--- src/rtl/issue_pkg.sv ---
// rtl/issue_pkg.sv - shared types and constants for the 32-entry issue arbiter
package issue_pkg;

    localparam int NUM_REQ = 32;
    localparam int ADDR_W  = 5;

    typedef enum logic {IDLE, HOLD} arb_state_t;

    typedef logic [4:0] rs_idx_t;

    function automatic logic [NUM_REQ-1:0] idx_to_onehot(input rs_idx_t idx);
        logic [NUM_REQ-1:0] one;
        one = {{(NUM_REQ-1){1'b0}}, 1'b1};
        return one << idx;
    endfunction

endpackage

--- src/rtl/mux32x1.sv ---
// rtl/mux32x1.sv - 32:1 single-bit multiplexer
module mux32x1 (
    input  logic [31:0] data,
    input  logic [4:0]  sel,
    output logic        y
);

    assign y = data[sel];

endmodule

--- src/rtl/rr_pick32.sv ---
// rtl/rr_pick32.sv - round-robin find-first-set over 32 candidates starting at ptr
module rr_pick32
    import issue_pkg::*;
(
    input  logic [31:0] cand,
    input  rs_idx_t     ptr,
    output logic        found,
    output rs_idx_t     idx
);

    logic [31:0] lo_mask;
    logic [63:0] dbl;

    // Lower copy keeps only bits at or above ptr; the upper copy supplies the wrap.
    always_comb begin
        lo_mask = {32{1'b1}} << ptr;
        dbl     = {cand, cand & lo_mask};
        found   = 1'b0;
        idx     = '0;
        for (int i = 63; i >= 0; i--) begin
            if (dbl[i]) begin
                found = 1'b1;
                idx   = i[4:0];
            end
        end
    end

endmodule

--- src/rtl/issue_arbiter32.sv ---
// rtl/issue_arbiter32.sv - round-robin issue arbiter with grant hold, cancel and flush
module issue_arbiter32
    import issue_pkg::*;
(
    input  logic               clk,
    input  logic               reset,
    input  logic [NUM_REQ-1:0] req,
    input  logic               flush,
    input  logic               grant_ready,
    output logic               grant_valid,
    output logic [ADDR_W-1:0]  grant_addr,
    output logic [NUM_REQ-1:0] grant_onehot,
    output logic               grant_fire
);

    arb_state_t         state, state_n;
    rs_idx_t            ptr, ptr_n;
    rs_idx_t            addr_n;
    logic [NUM_REQ-1:0] onehot_n;

    logic               fire;
    logic               held_req;
    logic [NUM_REQ-1:0] pick_cand;
    rs_idx_t            pick_ptr;
    logic               pick_found;
    rs_idx_t            pick_idx;

    assign grant_valid = (state == HOLD);
    assign fire        = grant_valid & grant_ready & ~flush;
    assign grant_fire  = fire;

    // On a fire the issued entry is masked and the search restarts just past it.
    assign pick_cand = fire ? (req & ~grant_onehot) : req;
    assign pick_ptr  = fire ? (grant_addr + 5'd1) : ptr;

    rr_pick32 u_pick (
        .cand  (pick_cand),
        .ptr   (pick_ptr),
        .found (pick_found),
        .idx   (pick_idx)
    );

    mux32x1 u_held (
        .data (req),
        .sel  (grant_addr),
        .y    (held_req)
    );

    always_comb begin
        state_n  = state;
        ptr_n    = ptr;
        addr_n   = grant_addr;
        onehot_n = grant_onehot;
        case (state)
            IDLE: begin
                if (!flush && pick_found) begin
                    state_n  = HOLD;
                    addr_n   = pick_idx;
                    onehot_n = idx_to_onehot(pick_idx);
                end
            end
            HOLD: begin
                if (flush) begin
                    state_n  = IDLE;
                    onehot_n = '0;
                end else if (fire) begin
                    ptr_n = pick_ptr;
                    if (pick_found) begin
                        addr_n   = pick_idx;
                        onehot_n = idx_to_onehot(pick_idx);
                    end else begin
                        state_n  = IDLE;
                        onehot_n = '0;
                    end
                end else if (!held_req) begin
                    // Squashed entry: drop the grant, reselect next cycle from the old ptr.
                    state_n  = IDLE;
                    onehot_n = '0;
                end
            end
            default: begin
                state_n  = IDLE;
                onehot_n = '0;
            end
        endcase
    end

    always_ff @(posedge clk) begin
        if (reset) begin
            state        <= IDLE;
            ptr          <= '0;
            grant_addr   <= '0;
            grant_onehot <= '0;
        end else begin
            state        <= state_n;
            ptr          <= ptr_n;
            grant_addr   <= addr_n;
            grant_onehot <= onehot_n;
        end
    end

endmodule

--- config.mk ---
export PLATFORM = sky130hd
export DESIGN_NAME = issue_arbiter32
export DESIGN_NICKNAME = d
export VERILOG_FILES = /design/src/rtl/issue_pkg.sv /design/src/rtl/mux32x1.sv /design/src/rtl/rr_pick32.sv /design/src/rtl/issue_arbiter32.sv
export SDC_FILE = /design/constraint.sdc
export NUM_CORES = 1
export LEC_CHECK = 0
export BUFFER_PORTS_ARGS = -buffer_cell sky130_fd_sc_hd__buf_2
export CORE_ASPECT_RATIO = 1.75
export CORE_MARGIN = 1.5
export CORE_UTILIZATION = 35
export CTS_BUF_LIST = sky130_fd_sc_hd__clkbuf_4 sky130_fd_sc_hd__clkbuf_8
export CTS_CLUSTER_SIZE = 16
export DETAILED_ROUTE_END_ITERATION = 7
export GPL_ROUTABILITY_DRIVEN = 0
export SYNTH_ARGS = -nofsm -noshare
export SYNTH_HDL_FRONTEND = slang
export SYNTH_HIERARCHICAL = 1
export SYNTH_SLANG_ARGS = --single-unit
--- constraint.sdc ---
create_clock -name clk -period 3.7 [get_ports clk]
set_input_delay 0.37 -clock clk [delete_from_list [all_inputs] [get_ports clk]]
set_output_delay 0.37 -clock clk [all_outputs]
set_load 0.005 [all_outputs]
==> impl.org, run 1 <==
** STA
- Final hold analysis gives a worst-case slack of 357.7 ps.
- Tmin final :: 3546 ps
- TNS Setup :: 0 ps
- Max Freq :: 282.0 MHz
- At the pin with the least slew margin, the transition time is 952.7 ps.
- For the final database, setup skew stands at 4.270 ps.
- Setup repair after global routing left no endpoint under its margin.
- Portion of the clock cycle consumed by the worst path in the final layout :: approximately 96%
- Final Hold Violating Endpoints :: 0
- The final-report max-slew violation count came to 0.
- The worst pin sits at a relative slew slack of 36.49%.
- Final setup violation count :: 0

** Finish
- Fin util :: 45.73%
- Fraction of final layout cells sized beyond drive strength 1 :: 28.50%
- Most frequent standard cell in the layout excluding fill and tap cells :: buf_2
- Leaving out fill and tap cells, the most frequent cells in the layout are 74 x buf_2, 73 x buf_4, 41 x dfxtp_1, 36 x o21ai_0, 35 x nor2_1.
- Leaving out filler cells and counting taps, the final layout contains 772.
- Final-stage net count :: about 680
- Area added between synthesis and finish :: 27.32%
- Antenna Cells :: 0

** Setup path
- STA puts the critical path data required time at 3940 ps.
- The setup path with the least slack is of type reg2reg.
- Endpoint kind of the worst setup timing path :: flop
- Biggest fanout along the worst timing path :: 11
- Worst Setup Start Kind :: flop
- Setup crit start :: grant_valid
- The worst register-to-register path has a depth of 16.
- Data arrival time of the critical path :: 3790 ps
- Source of the worst register-to-register timing path :: grant_valid

** GRT
- The via count of the first global-routing pass is 4552.
- Leftover overflow at the end of global routing :: 0
- Entering global routing, the biggest net connects 51 pins.
- GRT Total Usage :: 28.47%
- The first global-routing pass estimated 24430 µm of wire.
- The number of antenna violations at the first check in global routing was 0.

** Logic synthesis
- Gate count after technology mapping :: 520
- Simple logic cell fraction of the synthesized area :: 28.69%
- Post-Synth XOR/XNOR Area :: less than 1%
- Fraction of synthesized cell area taken by the top area cell type :: 22.54%
- Mapped Area :: between 3000 and 4000 µm²
- Largest family of logic cells by synthesized area :: compound AO/OA/AOI/OAI gates
- Mean cell area of the mapped netlist :: 7.346 µm²
- Compound-gate portion of the synthesized area :: approximately a third
- Number of synthesized flops with an enable pin :: 0
- Share of synthesized cell area in full adder, half adder and majority cells :: 0.3275%
- Multiplexer fraction of the synthesized cell area :: under 10%
- The synthesized design spends more area on one cell type than any other, namely dfxtp_1.
- Synthesis inferred 43 register bits.
- Prevailing post-synth register cell :: dfxtp_1
- By area the synthesized netlist is led by dfxtp_1 23%, a21boi_0 6.7%, o21ai_0 5.1%.
- For this run, the number of Yosys warnings is 6.
- Counting flops with an async set or reset pin after synthesis yields a share of 0%.
- Yosys mapped the design onto 70 distinct sky130hd cell types.
- Sequential elements use 22.54% of the synthesized area.
- Syn Nets :: ~560

** Routing
- Vias per cell :: 6.172
- Antenna-violating nets left :: 0
- Routed wirelength normalized by instance count :: 21.19 µm
- Detailed Routing Iterations Pass 1 :: 7
- Initial DRC count :: 332
- The routed layout has 4765 vias.
- Remaining DRCs :: 0
- Final Routed Wirelength :: ~16000 µm

** Power
- After layout, the design draws a total of 1241 µW.
- Largest vdd supply drop :: 0.2402 mV
- Static Leak :: about 0.0019 µW
- Power density over the cells :: 255.2 nW/µm²

** Hold path
- The min-delay analysis places its worst path in the category in2reg.
- Along the worst hold path, the cell count comes to 3.
- The worst hold path begins at flush.

** Floorplanning
- Number of standard-cell rows in the floorplan :: 50
- Core area :: 10640 µm²
- Total Die Area :: 11570 µm²
- Die extent in x :: slightly above 80 µm
- Die Span Y :: 141.2 µm
- For this design the top-level I/O count stands at 75.
- Once the floorplan was initialized, standard cells occupied 35.92% of the core.

** CTS
- Hold bufs inserted after CTS :: 0
- CTS Root Buffer Type :: clkbuf_8
- TritonCTS built the clock tree.
- Worst-skew pair later-pin latency :: 310 ps
- CTS built an H-tree with a depth of 2.
- Worst-path clk slew :: roughly 80 ps
- The clock passes through at most 2 buffers.
- In this run, CTS created clock tree buffers numbering 5.
- The clock drives 43 sinks.

** Placement
- The count of buffers added on input and output ports is 74.
- Once detailed placement completed, the half-perimeter wirelength came to 12850 µm.
- In this run, placement finished with an instance count of about 760.

** Flow run
- Number of violations of the max-capacitance limit :: 0

** Run status
- Outcome :: complete, no violations
## cells by family after synthesis
group,count (synthesis)
AOI/OAI and AO/OA,190
and+or+nand+nor,202
xor gates and xnor gates,1
muxes,18
buffers and inverters,65
DFF,43
adders and majority gates,1
## cells in the mapped netlist, types with 6 or more instances
cell type   n
nand4_1    21
nor2_1     37
dfxtp_1    43
nor3_1     10
nand2_1    32
mux2i_1    17
a21oi_1    30
nor2b_1    14
buf_6       6
o21ai_0    39
clkbuf_1   11
o32ai_1    18
inv_1      30
a22oi_1     7
a21boi_0   34
a211oi_1    8
nand3_1    19
o211ai_1    7
nand2b_1   26
buf_2      12
o21a_1      6
nor4_1     11
## power breakdown
group / switching, µW / leakage [µW] / total (µW) / internal [µW]
Sequential: 10.7 / 0.000348 / 483 / 472
Clock: 168 / 0.0000446 / 307 / 139
Combinational: 269 / 0.00148 / 452 / 183
## worst paths after layout
| kind | to | slack, ps |
|---|---|---|
| worst max-delay path | grant_onehot[11] | 150 |
| worst min-delay path | grant_valid | 360 |
| worst max register to register | grant_onehot[11] | 150 |
| worst min register to register | ptr[0] | 480 |
## flip-flops by register name (all words and copies together) (netlist names)
register	flops
grant_addr	5
grant_onehot	32
ptr	5
grant_valid	1
## timing repair
action                     CTS  global route
gates cloned                 0             0
buffers inserted             0             1
setup endpoints to repair   21            33
pin swaps                    0             2
gates resized for setup      2            24
## metal layers
metal  part of all wire, %  GRT usage [%]
met1                    33          27.09
met3                   5.7          4.854
met4                   9.4          24.44
met2                    52          50.26
met5                     0              0
## per-stage QoR
stage | area, µm² | setup WS (ps)
floorplan | 3820 | 234.5
global placement | 4691 | -234.8
detailed placement | 4691 | -341.4
CTS | 4781 | 44.16
global route | 4863 | 4.331
finish | 4863 | 154.2
## critical path: stages (launching register included)
cell and delay (ps):
dfxtp_1 320, nand3b_1 120, inv_2 100, buf_4 180, a21boi_0 180, buf_4 170, inv_1 80, a221oi_1 590
o311ai_4 160, buf_4 160, o211ai_1 290, a21oi_1 130, o2bb2ai_1 240, buf_4 200, and2_1 280, nand4_1 160
o21ai_0 130
## layout make-up
class | instances | area (µm²)
multi-input combinational | 412 | 2695
inverter | 30 | 112.6
fill | 1139 | 5772
clock inverter | 2 | 12.51
tap | 130 | 162.7
sequential | 43 | 863.3
timing repair buffer | 149 | 940.9
clock buffer | 6 | 76.32
(Power assumes the default switching activity.)
==> inputs of run 2 (changes only) <==
- CTS_BUF_LIST: sky130_fd_sc_hd__clkbuf_4 sky130_fd_sc_hd__clkbuf_8 -> default
- PLACE_DENSITY: default -> 0.57
==> run 2 against run 1 <==
  * Sequential cell count stayed put
  * Final area is 3.1% higher
  * Sequential power hardly changed
  * Via count is 0.48% lower
  * Maximum frequency is 1.2% higher
  * Non-clock buffer count is 9 higher
  * Clock-buffer cell count is 1 higher
  * Critical path depth is 1 higher
  * Critical path type unchanged
  * Highest routed layer unchanged
==> impl.org, run 2 (synthesis results as in run 1) <==
** STA
- Setup repair after global routing left no endpoint under its margin.
- The final critical path takes up 94.74% of the cycle.
- Setup violations remaining at the end of the flow were counted as 0.
- Transition time at the pin with the least slew margin :: 1038 ps
- Max Freq :: about 290 MHz
- Across the routed clock network, the largest skew measured is 6.138 ps.
- The final-report max-slew violation count is 0.
- The final count of hold timing violations came to 0.
- The worst pin sits at a relative slew slack of 30.78%.
- Smallest hold slack :: 373.2 ps
- The worst path needs about 3500 ps of the cycle, external delays included.

** Setup path
- Req. time, crit path :: between 3000 and 4000 ps
- For this design, the slowest cell found on the critical path is dfxtp_1.
- Most used cell along the critical path :: buf_4
- STA classifies the critical path startpoint as a flop.
- Biggest fanout along the worst timing path :: 12
- The worst setup path is of the reg2reg kind.
- Stage delay of the slowest cell on the critical path :: approximately 330 ps
- The startpoint identified for the worst register-to-register timing path is grant_addr[1].
- Setup crit start :: grant_addr[1]
- STA classifies the critical path endpoint as a flop.
- For the worst setup path, the data arrival time is 3700 ps.
- The critical path goes through ha_1 -> a31o_2 -> a21oi_2 -> nor2_2 -> buf_4 -> inv_1 -> buf_4 -> o211ai_1 -> o21a_1 -> a311oi_2 -> and2_1 -> a311oi_2 -> buf_4 -> buf_4 -> buf_4 -> or2_2 -> o32ai_1.

** Finish
- Antenna Cells :: 0
- The register with the most flip-flops in the layout has 32 of them.
- The largest registers in the layout are grant_onehot (32), grant_addr (5), ptr (5).
- Commonest non-fill, non-tap cells in the layout :: 83 x buf_4, 74 x buf_2, 42 x dfxtp_1, 36 x o21ai_0, 34 x nor2_1
- Most frequent standard cell in the layout excluding fill and tap cells :: buf_4
- Area added between synthesis and finish :: 31.28%
- Final-stage net count :: between 600 and 700
- Fraction of final layout cells sized beyond drive strength 1 :: 30.57%
- Cell area after layout :: 5015 µm²
- The register with the most flip-flops in the final layout is grant_onehot.

** Power
- Logic gate share of total power :: 33.1%
- Static Leak :: 0.001952 µW
- Share of total power in sequential cells :: between 30% and 40%
- Internal power contribution :: 957.7 µW
- Power density over the cells :: between 200 and 300 nW/µm²
- The analysis attributes to net switching a power of 469.3 µW.
- Portion of total power attributed to the clock network :: 33.1%
- Switch share :: between 30% and 40%
- Largest vdd supply drop :: roughly 0.25 mV

** GRT
- Leftover overflow at the end of global routing :: 0
- Vias in the first global route :: about 4700
- The number of antenna violations at the first check in global routing was 0.
- In the global route stage, overall resource usage came out at 28.85%.
- Entering global routing, the biggest net connects slightly above 50 pins.
- Wire length of the first global-routing pass :: 24870 µm

** Routing
- Dividing the detail-routed wire length by the instance count gives 20.94 µm.
- Initial DRC count :: 400
- Remaining DRCs :: 0
- For this block, the routed nets add up to roughly 16000 µm of wire.
- Via count :: 4742
- Vias per cell :: 6.072
- Once detail routing completed, the nets flagged for antenna violations numbered 0.
- Detailed Routing Iterations Pass 1 :: 7

** CTS
- Clock-pin slew was measured on the worst setup and hold paths at 60 ps.
- Setup Buffers After CTS :: 0
- CTS Root Buffer Type :: clkbuf_16
- Inserted Clock Buffers :: 5
- For this design, the CTS-stage hold fixing added 0 buffers.
- Maximum count of clock buffers along a single path :: 2
- For the worst-skew pair, the clock arrives at the later sink with an insertion delay of 290 ps.
- H-tree levels :: 2
- The clock drives 43 sinks.
- TritonCTS built the clock tree.

** Run status
- The flow ran to the end, and the final reports show no timing, DRC or antenna violations.

** Flow run
- Number of violations of the max-capacitance limit :: 0

** Hold path
- The startpoint identified for the worst hold timing path is flush.
- Type of the most critical hold path :: in2reg

** Floorplanning
- Die extent in x :: 81.97 µm
- The floorplan step defined a die boundary enclosing 11570 µm².
- Row generation in the floorplan step produced 50 rows.
- During I/O placement, the number of pins put on the boundary was 75.
- The floorplan step defined a core boundary enclosing around 11000 µm².
- Initial core utilization :: a little over a third
- The floorplan step set the die height to ~140 µm.

** Placement
- In this run the tool buffered the top-level ports with 74 buffer cells.
- Summing all placed instances gives a cell area of 4766 µm².
- Detailed-placement wirelength estimate :: 13110 µm
[run 2: cell count changes in the layout (fill, tap and decap cells not counted), sizes merged]
cell    change
buf         +9
clkbuf      +1
clkinv      -1
[run 2: timing repair]
| item | 4_1_cts | 5_1_grt |
|---|---|---|
| endpoints found under the setup margin | 1 | 33 |
| pin swaps | 0 | 2 |
| resized for setup | 1 | 28 |
[run 2: per-stage QoR]
step | TNS (ps) | std cells | setup slack [ps] | power, µW | util, %
2_1_floorplan | 0 | 520 | 234.5 | 744.3 | -
3_3_place_gp | -1101 | 773 | -112.2 | 936.4 | 44.81
3_5_place_dp | -1379 | 773 | -186.2 | 939.4 | 44.81
4_1_cts | 0 | 781 | 21.42 | 1412 | 46.33
5_1_grt | 0 | 781 | 19.35 | 1479 | 47.15
6_report | 0 | 781 | 194.6 | 1427 | 47.15
[run 2: power by group through the flow]
stage,combinational [µW],clock [µW],sequential [µW]
finish,472,473,482
global route,502,494,483
CTS,450,480,482
detailed placement,447,0,492
global placement,444,0,492
floorplan,252,0,492
[run 2: final cells by class]
cell class | count | area (µm²)
flip-flops and latches | 43 | 862.1
inverters | 30 | 112.6
well taps | 130 | 162.7
clock inverters | 1 | 7.507
multi-input cells | 412 | 2713
clock buffers | 7 | 152.6
repair buffers | 158 | 1005
fillers | 1105 | 5620
[run 2: final timing paths]
kind,to,cells after the start,slack (ps)
min reg2reg,ptr[0],2,470
max,grant_onehot[12],17,190
min,grant_valid,3,370
max reg2reg,grant_onehot[12],17,190
[run 2: metal layers]
metal | up-vias | routed length (µm) | global-route usage [%] | part of all wire [%]
met5 | - | 0 | 0 | 0
met4 | 0 | 1325 | 21.32 | 8.1
met3 | 87 | 663 | 2.589 | 4.1
met2 | 205 | 8825 | 52.20 | 54
met1 | 2222 | 5541 | 29.23 | 34
li1 | 2228 | - | - | -
[run 2: critical path, delay by kind of cell, from the launching register on]
kind | cells | cell delay, ps
buffers and inverters | 6 | 940
DFF | 1 | 330
adders and majority gates | 1 | 220
AOI/OAI and AO/OA | 7 | 1290
and+or+nand+nor | 3 | 600
==> inputs of run 3 (changes only) <==
- BUFFER_PORTS_ARGS: -buffer_cell sky130_fd_sc_hd__buf_2 -> -buffer_cell sky130_fd_sc_hd__buf_4
==> run 3 against run 2 <==
  * Final area is 3.4% higher
  * Combinational power is essentially flat
  * Total power is 0.54% lower
  * Critical path depth fell by 3
  * Worst setup slack worse by 32 ps
  * Non-clock buffer count rose by 1
  * Largest cell class unchanged
==> impl.org, run 3 (synthesis results as in run 1) <==
** Hold path
- Startpoint of the most critical hold path :: flush
- Worst-case hold path end point :: grant_valid
- In this run the worst hold path is classified as in2reg.
- Along the worst hold path, the cell count comes to 3.

** Setup path
- The worst register-to-register path ends at grant_onehot[21].
- STA puts the critical path data arrival time at 3730 ps.
- In this run the register-to-register setup slack is around 160 ps.
- Endpoint kind of the worst setup timing path :: flop
- STA classifies the critical path startpoint as a flop.
- Biggest fanout along the worst timing path :: 16
- In this run the critical register-to-register path is launched from grant_valid.
- The critical path in this run is classified as reg2reg.
- For the worst setup path, the data required time is 3890 ps.
- Reg2Reg Depth :: 14

** STA
- For the final database, setup skew stands at 5.819 ps.
- Pins over their slew limit :: 0
- Relative slew slack :: about a third
- Final Hold Violating Endpoints :: 0
- Tmin final :: 3538 ps
- Static timing analysis puts the maximum clock frequency at 282.7 MHz.
- After routing, the total negative slack on setup checks comes to 0 ps.
- Final setup violation count :: 0
- Of the available clock period, the critical path in the final layout requires 95.62%.
- Setup repair after global routing could not meet its margin everywhere.
- After layout, the worst setup slack is 162.2 ps.
- Transition time at the pin with the least slew margin :: 978.2 ps

** CTS
- The H-tree generated during clock tree synthesis spans 2 levels.
- CTS tree :: built
- Worst-skew pair later-pin latency :: 290 ps
- Inserted Clock Buffers :: 5
- Counting along the longest clock path gives a buffer depth of 2.
- Total number of clock tree sinks :: 43
- Clock-pin slew was measured on the worst setup and hold paths at roughly 60 ps.
- CTS Root Buffer Type :: clkbuf_16

** Finish
- Final standard cell count with taps included and fillers excluded :: 782
- Counting flops per register, the top entry is grant_onehot.
- Fraction of final layout cells sized beyond drive strength 1 :: ~29%
- Antenna Cells :: 0
- Fin util :: 48.75%
- Final-stage net count :: 688
- Top Registers :: grant_onehot (32), grant_addr (5), ptr (5)
- The filler cells instantiated in the layout total approximately 1100.
- Leaving out fill and tap cells, the most frequent cell in the layout is buf_4.
- The library cells used most frequently in the layout, excluding fill and tap cells, are 157 x buf_4, 41 x dfxtp_1, 38 x o21ai_0, 36 x nor2_1, 32 x nand2_1.
- From synthesis to final layout, the design area changed by 35.74%.
- The register with the most flip-flops in the layout has 32 of them.

** Routing
- Remaining DRCs :: 0
- Sum of met3 wire segment lengths after detailed routing :: 892 µm
- DRT met1 WL :: between 5000 and 6000 µm
- Topmost layer with routed signal wires :: met4
- The first routing iteration left between 300 and 400 violations.
- Vias per cell :: 6.129
- Routed wirelength normalized by instance count :: 20.93 µm
- The routed layout has 4793 vias.
- Detailed Routing Iterations Pass 1 :: 5
- The routed design uses roughly 8700 µm of met2 wire.
- Antenna-violating nets left :: 0
- Final Routed Wirelength :: 16370 µm

** Floorplanning
- Die Span Y :: 141.2 µm
- Pin placement for this block handled 75 I/O pins.
- The total area inside the core boundary comes to 10640 µm².
- In this run the core area contains 50 standard-cell rows.
- Total Die Area :: 11570 µm²
- Initial core utilization :: 35.92%
- The die is 81.97 µm wide.

** Power
- Internal power contribution :: 966.3 µW
- Power density over the cells :: approximately 270 nW/µm²
- Logic gate share of total power :: around a third
- Share of total power in sequential cells :: 34.0%
- Static Leak :: 0.001985 µW
- The worst-case IR drop observed on VDD is 0.3247 mV.
- Total power consumption of the routed design :: between 1000 and 1500 µW
- In this run, the clock network consumes 32.5% of the power.
- Switch share :: a little under a third
- NetSw :: 453.0 µW

** GRT
- Wire length of the first global-routing pass :: 25100 µm
- Maximum number of pins on one net before global-route repair :: 51
- The number of antenna violations at the first check in global routing came to 0.
- GRT Total Usage :: 29.04%
- Leftover overflow at the end of global routing :: 0
- The via count of the first global-routing pass is 4636.

** Placement
- Number of instances in the placed design :: between 700 and 800
- Detailed-placement wirelength estimate :: 13010 µm
- During placement, the flow inserted port buffers numbering 74.
- OpenSTA, run right after detailed placement, puts the worst setup slack at -184.5 ps.

** Run status
- Outcome :: complete, no violations

** Flow run
- Across the run, the number of max-cap violations was 0.
[run 3: cell count changes in the layout (fill, tap and decap cells not counted), sizes merged]
cell,delta
buf,+1
clkbuf,+1
clkinvlp,-1
[run 3: area by class of cell]
type / count / area, µm² / share of cell area (%)
multi-input cells: 412 / 2671 / 51.52
repair buffers: 159 / 1219 / 23.50
flip-flops and latches: 43 / 863.3 / 16.65
well taps: 130 / 162.7 / 3.137
clock buffers: 8 / 156.4 / 3.016
inverters: 30 / 112.6 / 2.172
[run 3: worst max path at each step]
stage | cells after the start | from | end | slack [ps]
after floorplan | 14 | flush | grant_onehot[12] | 230
after global placement | 16 | flush | grant_onehot[0] | -120
after detailed placement | 16 | grant_ready | grant_onehot[13] | -180
after CTS | 16 | grant_valid | grant_onehot[0] | 70
after global routing | 15 | grant_addr[1] | grant_onehot[0] | -70
final | 14 | grant_valid | grant_onehot[21] | 160
[run 3: timing repair]
item                                    CTS  global route
gates cloned                              0             0
hold buffers                              0             0
endpoints found under the hold margin     0             0
pin swaps                                 0             3
resized for setup                         1            21
setup buffers                             0             1
endpoints found under the setup margin    2            33
[run 3: worst max-delay path, cell delays in order (launching register included)]
cell      delay [ps]
dfxtp_1          330
nand3b_1         120
inv_2            160
mux2_2           500
buf_4            220
buf_4            140
a211oi_1         280
o21ai_0          200
nand4b_1         170
or3b_1           120
and3_1           310
buf_4            180
nor4bb_1         280
nand3_1          220
o32ai_1          200
[run 3: per-layer routing]
| layer | vias up | track usage, % |
|---|---|---|
| met5 | - | 0 |
| met4 | 0 | 18.73 |
| met3 | 79 | 3.560 |
| met2 | 242 | 51.08 |
| met1 | 2242 | 31.38 |
| li1 | 2230 | - |
[run 3: power by group through the flow]
stage               registers [µW]  logic [µW]  clock network [µW]
floorplan                      492         252                   0
global placement               492         451                   0
detailed placement             493         453                   0
CTS                            482         456                 469
global route                   484         509                 487
finish                         483         474                 462
[run 3: metrics by stage]
step | hold slack [ps] | cell area, µm²
2_1_floorplan | 444.3 | 3820
3_3_place_gp | 458.2 | 4976
3_5_place_dp | 470.1 | 4976
4_1_cts | 380.0 | 5134
5_1_grt | 383.8 | 5185
6_report | 376.8 | 5185
